--- config.mk ---
export PLATFORM = sky130hd
export DESIGN_NAME = mmio_uart_tx
export DESIGN_NICKNAME = d
export VERILOG_FILES = /design/src/rtl/mmio_uart_tx_pkg.sv /design/src/rtl/mmio_uart_tx_fifo.sv /design/src/rtl/mmio_uart_tx.sv
export SDC_FILE = /design/constraint.sdc
export NUM_CORES = 1
export LEC_CHECK = 0
export CAP_MARGIN = 30
export CORE_MARGIN = 1.5
export CORE_UTILIZATION = 35
export DETAILED_ROUTE_END_ITERATION = 7
export SKIP_LAST_GASP = 1
export SYNTH_ARGS = -nofsm -noshare
export SYNTH_HDL_FRONTEND = slang
export SYNTH_SLANG_ARGS = --single-unit
--- constraint.sdc ---
create_clock -name clk -period 7.2 [get_ports clk]
set_clock_uncertainty 0.1 [all_clocks]
set_input_delay 1.08 -clock clk [delete_from_list [all_inputs] [get_ports clk]]
set_output_delay 1.08 -clock clk [all_outputs]
set_load 0.02 [all_outputs]
--- src/rtl/mmio_uart_tx_pkg.sv ---
// Shared definitions for the memory-mapped UART transmitter: register map,
// status bit positions and TX state encodings.
package mmio_uart_tx_pkg;

    localparam logic [31:0] UART_ADDR_TX     = 32'hFFFF_0000;
    localparam logic [31:0] UART_ADDR_STATUS = 32'hFFFF_0004;

    localparam int STAT_BUSY  = 0;
    localparam int STAT_FULL  = 1;
    localparam int STAT_OVF   = 2;
    localparam int STAT_EMPTY = 3;

    typedef enum logic [1:0] {
        ST_IDLE  = 2'd0,
        ST_START = 2'd1,
        ST_DATA  = 2'd2,
        ST_STOP  = 2'd3
    } tx_state_e;

    function automatic logic [31:0] status_word(input logic busy,
                                                input logic full,
                                                input logic ovf,
                                                input logic empty);
        logic [31:0] w;
        w             = '0;
        w[STAT_BUSY]  = busy;
        w[STAT_FULL]  = full;
        w[STAT_OVF]   = ovf;
        w[STAT_EMPTY] = empty;
        return w;
    endfunction

endpackage

--- src/rtl/mmio_uart_tx_fifo.sv ---
// Synchronous FIFO with extra-MSB pointers; a push into a full FIFO is
// accepted only when a pop frees the head slot on the same edge.
module sync_fifo #(
    parameter int WIDTH = 8,
    parameter int DEPTH = 8
) (
    input  logic                     clk,
    input  logic                     rst,
    input  logic                     push_i,
    input  logic                     pop_i,
    input  logic [WIDTH-1:0]         wdata_i,
    output logic [WIDTH-1:0]         rdata_o,
    output logic                     full_o,
    output logic                     empty_o,
    output logic [$clog2(DEPTH):0]   count_o
);

    localparam int AW = $clog2(DEPTH);

    logic [AW:0]      wr_ptr_q, wr_ptr_d;
    logic [AW:0]      rd_ptr_q, rd_ptr_d;
    logic [WIDTH-1:0] mem_q [DEPTH];
    logic             pop_ok;
    logic             push_ok;

    assign empty_o = (wr_ptr_q == rd_ptr_q);
    assign full_o  = (wr_ptr_q[AW] != rd_ptr_q[AW]) &&
                     (wr_ptr_q[AW-1:0] == rd_ptr_q[AW-1:0]);
    assign count_o = wr_ptr_q - rd_ptr_q;
    assign rdata_o = mem_q[rd_ptr_q[AW-1:0]];

    assign pop_ok  = pop_i && !empty_o;
    assign push_ok = push_i && (!full_o || pop_ok);

    always_comb begin
        wr_ptr_d = wr_ptr_q;
        rd_ptr_d = rd_ptr_q;
        if (push_ok) wr_ptr_d = wr_ptr_q + 1'b1;
        if (pop_ok)  rd_ptr_d = rd_ptr_q + 1'b1;
    end

    always_ff @(posedge clk or posedge rst) begin
        if (rst) begin
            wr_ptr_q <= '0;
            rd_ptr_q <= '0;
        end else begin
            wr_ptr_q <= wr_ptr_d;
            rd_ptr_q <= rd_ptr_d;
        end
    end

    // Storage carries data only, so it is left out of reset.
    always_ff @(posedge clk) begin
        if (push_ok) mem_q[wr_ptr_q[AW-1:0]] <= wdata_i;
    end

endmodule

--- src/rtl/mmio_uart_tx.sv ---
// MMIO serial transmitter: decodes core stores, buffers TX bytes in a FIFO
// and shifts them out as 8N1 frames; exposes a pollable status register.
import mmio_uart_tx_pkg::*;

module mmio_uart_tx #(
    parameter int          CLKS_PER_BIT = 434,
    parameter int          FIFO_DEPTH   = 8,
    parameter logic [31:0] ADDR_TX      = UART_ADDR_TX,
    parameter logic [31:0] ADDR_STATUS  = UART_ADDR_STATUS
) (
    input  logic        clk,
    input  logic        rst,
    input  logic        mem_write,
    input  logic [31:0] mem_addr,
    input  logic [31:0] write_data,
    output logic        sel,
    output logic [31:0] read_data,
    output logic        tx,
    output logic        busy
);

    localparam int BW = $clog2(CLKS_PER_BIT);
    localparam int CW = $clog2(FIFO_DEPTH) + 1;
    localparam logic [BW-1:0] BAUD_LAST = BW'(CLKS_PER_BIT - 1);

    tx_state_e     state_q, state_d;
    logic [BW-1:0] baud_q, baud_d;
    logic [2:0]    bit_q, bit_d;
    logic [7:0]    shift_q, shift_d;
    logic          tx_q, tx_d;
    logic          ovf_q, ovf_d;

    logic          hit_tx;
    logic          hit_status;
    logic          push_req;
    logic          clr_req;
    logic          pop;
    logic          baud_last;
    logic          fifo_full;
    logic          fifo_empty;
    logic [7:0]    fifo_rdata;
    logic [CW-1:0] fifo_count;
    logic          unused_wdata_hi;

    assign hit_tx          = (mem_addr == ADDR_TX);
    assign hit_status      = (mem_addr == ADDR_STATUS);
    assign sel             = hit_tx || hit_status;
    assign push_req        = mem_write && hit_tx;
    assign clr_req         = mem_write && hit_status;
    assign unused_wdata_hi = ^write_data[31:8];

    assign busy      = (state_q != ST_IDLE) || (fifo_count != '0);
    assign read_data = hit_status ? status_word(busy, fifo_full, ovf_q, fifo_empty)
                                  : 32'h0;
    assign tx        = tx_q;
    assign baud_last = (baud_q == BAUD_LAST);

    sync_fifo #(
        .WIDTH (8),
        .DEPTH (FIFO_DEPTH)
    ) u_fifo (
        .clk     (clk),
        .rst     (rst),
        .push_i  (push_req),
        .pop_i   (pop),
        .wdata_i (write_data[7:0]),
        .rdata_o (fifo_rdata),
        .full_o  (fifo_full),
        .empty_o (fifo_empty),
        .count_o (fifo_count)
    );

    // A dropped byte sets overflow even if software clears it on the same edge.
    always_comb begin
        ovf_d = ovf_q;
        if (clr_req) ovf_d = 1'b0;
        if (push_req && fifo_full && !pop) ovf_d = 1'b1;
    end

    // tx_d is the line level for the cycle after this edge, so tx stays a flop.
    always_comb begin
        state_d = state_q;
        baud_d  = baud_q;
        bit_d   = bit_q;
        shift_d = shift_q;
        tx_d    = tx_q;
        pop     = 1'b0;
        unique case (state_q)
            ST_IDLE: begin
                tx_d = 1'b1;
                if (!fifo_empty) begin
                    pop     = 1'b1;
                    shift_d = fifo_rdata;
                    baud_d  = '0;
                    tx_d    = 1'b0;
                    state_d = ST_START;
                end
            end
            ST_START: begin
                if (baud_last) begin
                    baud_d  = '0;
                    bit_d   = 3'd0;
                    tx_d    = shift_q[0];
                    state_d = ST_DATA;
                end else begin
                    baud_d = baud_q + BW'(1);
                end
            end
            ST_DATA: begin
                if (baud_last) begin
                    baud_d = '0;
                    if (bit_q == 3'd7) begin
                        tx_d    = 1'b1;
                        state_d = ST_STOP;
                    end else begin
                        bit_d   = bit_q + 3'd1;
                        shift_d = {1'b0, shift_q[7:1]};
                        tx_d    = shift_q[1];
                    end
                end else begin
                    baud_d = baud_q + BW'(1);
                end
            end
            ST_STOP: begin
                if (baud_last) begin
                    baud_d  = '0;
                    tx_d    = 1'b1;
                    state_d = ST_IDLE;
                end else begin
                    baud_d = baud_q + BW'(1);
                end
            end
            default: begin
                tx_d    = 1'b1;
                state_d = ST_IDLE;
            end
        endcase
    end

    always_ff @(posedge clk or posedge rst) begin
        if (rst) begin
            state_q <= ST_IDLE;
            baud_q  <= '0;
            bit_q   <= 3'd0;
            tx_q    <= 1'b1;
            ovf_q   <= 1'b0;
        end else begin
            state_q <= state_d;
            baud_q  <= baud_d;
            bit_q   <= bit_d;
            tx_q    <= tx_d;
            ovf_q   <= ovf_d;
        end
    end

    // The shift register is pure data; it is always reloaded before use.
    always_ff @(posedge clk) begin
        shift_q <= shift_d;
    end

endmodule

==> key figures <==
Synth
  • Multiplexer share of the synthesized area: 10.3%
  • Mean Syn Cell Area: around 14 µm²
  • Largest family of logic cells by synthesized area: simple AND/OR/NAND/NOR gates
  • Synth Area in Adders: 4.30%
  • Synth warnings: 0
  • Yosys top cell area share: a little under half
  • Compound-gate portion of the synthesized area: 3.64%
  • Synth Area in Simple Gates: approximately 11%
  • Register bit total from synthesis: 96
  • Post-synthesis xor/xnor area fraction: 3.08%
  • Count of different cell masters after synthesis: 46
  • Share of flip-flops with an asynchronous set or reset: about a quarter
  • Synth area leader: edfxtp_1
  • Sequential fraction of the synthesis area: 60.8%
  • Top cells by area, synth: edfxtp_1, dfrtp_1, mux4_2, buf_4, ha_1
  • Synthesized area: between 4000 and 5000 µm²
  • Post-synth EDFFs: slightly above 70
  • Syn Inst Count: 324
  • Top_reg_cell synth: edfxtp_1

Clock network
  • H-tree depth: 3
  • Clk buf depth: 2
  • CTS tree: yes
  • Total CTS buffers: 9
  • Post-CTS resize count: 0
  • Root Buffer: clkbuf_16
  • Num Clock Sinks: 96
  • # hold bufs at CTS: 0
  • Postcts setup bufs: 0
  • Clock-pin slew on the worst setup and hold paths: 0.07 ns
  • Worst-skew pair later-pin latency: between 0.3 and 0.4 ns

Placement
  • RD Place Congestion: approximately 0.76
  • Detailed Place HPWL: 5630 µm
  • Dpl cells: 537
  • I/O Buffers: about 50
  • Worst slack, placed: roughly 2.4 ns

Routing
  • DR iter-0 viols: 133
  • Detailed-route wire length: 8510 µm
  • WL/cell: 15.4 µm
  • Vias per cell: 4.79
  • Drt first pass iters: 5
  • Post-route ant nets: 0
  • DRC: 0
  • Vias after detailed routing: 2,653

Timing
  • F_max: 0.206 GHz
  • RSZ-0062 raised after global routing: no
  • Final hold vios: 0
  • Worst slew pin tran: 0.943 ns
  • Setup TNS Final: 0 ns
  • Final setup violation count: 0
  • Final WS setup: roughly 2.4 ns
  • Pins over their slew limit: 0
  • Period utilization: 67.3%
  • Hold WS: 0.385 ns
  • Tmin final: 4.84 ns
  • Rel. slew slack: 36.9%

Critical path
  • CP Launch Type: input port
  • WS Path Type: input port to output pin
  • Most frequent cell on the critical path: clkdlybuf4s50_1
  • Max stage delay on crit path: 0.63 ns
  • Crit-path max FO: 10
  • Slowest CP cell: clkdlybuf4s50_1
  • Worst Setup End Kind: output pin
  • Worst EP required: 6.02 ns
  • Worst EP arrival: 3.66 ns
  • CP cell instances: clkdlybuf4s50_1, or4b_1, nor4_1, and4_1, nand2_1, nor3_1, clkdlybuf4s50_1

Global route
  • Met3 Usage GRT: under 10%
  • Initial antenna violation count: 0
  • First-pass GRT wire length: 13,500 µm
  • Largest net degree at the start of global routing: 25
  • GR peak layer: met2
  • Met2 Usage GRT: about a quarter
  • Met1 Use GR: 16.1%
  • Total track usage: 13.6%
  • Vias in the first global route: 2,619
  • Overflow after GRT: 0

Job
  • Max-capacitance violation count: 0

Finish
  • FILL cells: 1,175
  • Area grow syn2layout: 19.7%
  • Post-route insts no fill: ~550
  • Highest-count cells in the layout ignoring fill and taps: edfxtp_1, clkdlybuf4s50_1, conb_1
  • Diodes inserted: 0
  • Layout cells sized above 1: 13.1%
  • Fin nets: 459
  • Commonest non-fill, non-tap cell in the layout: edfxtp_1

Power and ir drop
  • Peak VDD IR: approximately 0.00018 V
  • LEAKAGE: 2.00 nW
  • Power Density: roughly 210 nW/µm²

Floorplanning
  • Die area: 13,700 µm²
  • Io pins: ~100
  • Num rows: just over 40
  • Die H: roughly 120 µm
  • Die width: 117 µm
  • CORE AREA: 12,600 µm²
  • Initial Utilization: 36.0%

Outcome
  • Status: completed

Worst hold path
  • Hold Crit Class: register to register
-- final cells by class --
cell class | count | area, µm² | area share, %
clock buffer | 9 | 225 | 4.14
clock inverter | 7 | 67.6 | 1.24
inverter | 11 | 41.3 | 0.759
multi-input combinational | 205 | 1590 | 29.2
sequential | 96 | 2760 | 50.8
tap | 172 | 215 | 3.96
timing repair buffer | 54 | 536 | 9.85
-- worst paths after layout --
path,depth (start not counted),startpoint,slack (ns),endpoint
max,7,mem_addr[13],2.36,read_data[1]
min,2,tx,0.39,tx
max reg2reg,8,u_fifo.rd_ptr_q[1],3.48,u_fifo.mem_q[0][1]
min reg2reg,2,tx,0.39,tx
max in group asynchronous,3,rst,5.50,tx
min in group asynchronous,2,rst,0.95,baud_q[5]
-- kinds of logic after synthesis --
family,Yosys count
buffers and inverters,50
multiplexers,26
AND/OR/NAND/NOR,92
XOR/XNOR,16
AO/OA/AOI/OAI,28
flip-flops,96
adder cells (fa/ha/maj),15
other,1
-- critical path, delay by kind of cell --
kind / cells / cell delay, ns
buffers and inverters: 2 / 1.02
AND/OR/NAND/NOR: 5 / 1.56
-- power by group --
group | total (mW) | switching (mW) | leakage (nW) | internal (mW)
clock | 0.473 | 0.227 | 0.148 | 0.246
combinational | 0.0648 | 0.0325 | 0.898 | 0.0322
sequential | 0.610 | 0.00755 | 0.953 | 0.603
total | 1.15 | 0.267 | 2.00 | 0.881
-- Yosys cell counts (2+ instances only) --
cell / count
nand3_1: 4
nand4b_1: 3
edfxtp_1: 72
mux4_2: 16
nand4_1: 11
o21ai_0: 15
and3_1: 3
a22oi_1: 2
buf_2: 2
buf_1: 2
nand3_2: 2
and2_1: 3
a21oi_1: 4
nor4b_2: 2
nor3_1: 6
nand2_1: 24
a31oi_1: 2
xnor2_1: 6
nor2_1: 19
nor2b_1: 3
and4_1: 3
xor2_1: 10
buf_4: 28
mux2i_1: 8
inv_1: 10
nor4_1: 4
dfrtp_1: 23
ha_1: 14
clkbuf_1: 6
-- per-layer routing --
metal | vias to the layer above | wire, µm
li1 | 1260 | -
met5 | - | 0
met4 | 0 | 136
met2 | 67 | 4370
met1 | 1314 | 3650
met3 | 12 | 359
-- metrics by stage --
stage / utilization [%] / total power, mW / instance area [µm²]
global placement: 40.6 / 0.685 / 5130
finish: 43.1 / 1.15 / 5440
global route: 43.1 / 1.19 / 5440
detailed placement: 40.6 / 0.687 / 5130
CTS: 43.0 / 1.16 / 5420
floorplan: - / 0.663 / 4640
-- flip-flops by register name (all words and copies together), names as in the netlist --
name,cells
u_fifo.rd_ptr_q,4
ovf_q,1
shift_q,8
bit_q,3
tx,1
baud_q,9
u_fifo.wr_ptr_q,4
state_q,2
u_fifo.mem_q,64
(Power assumes the default switching activity.)
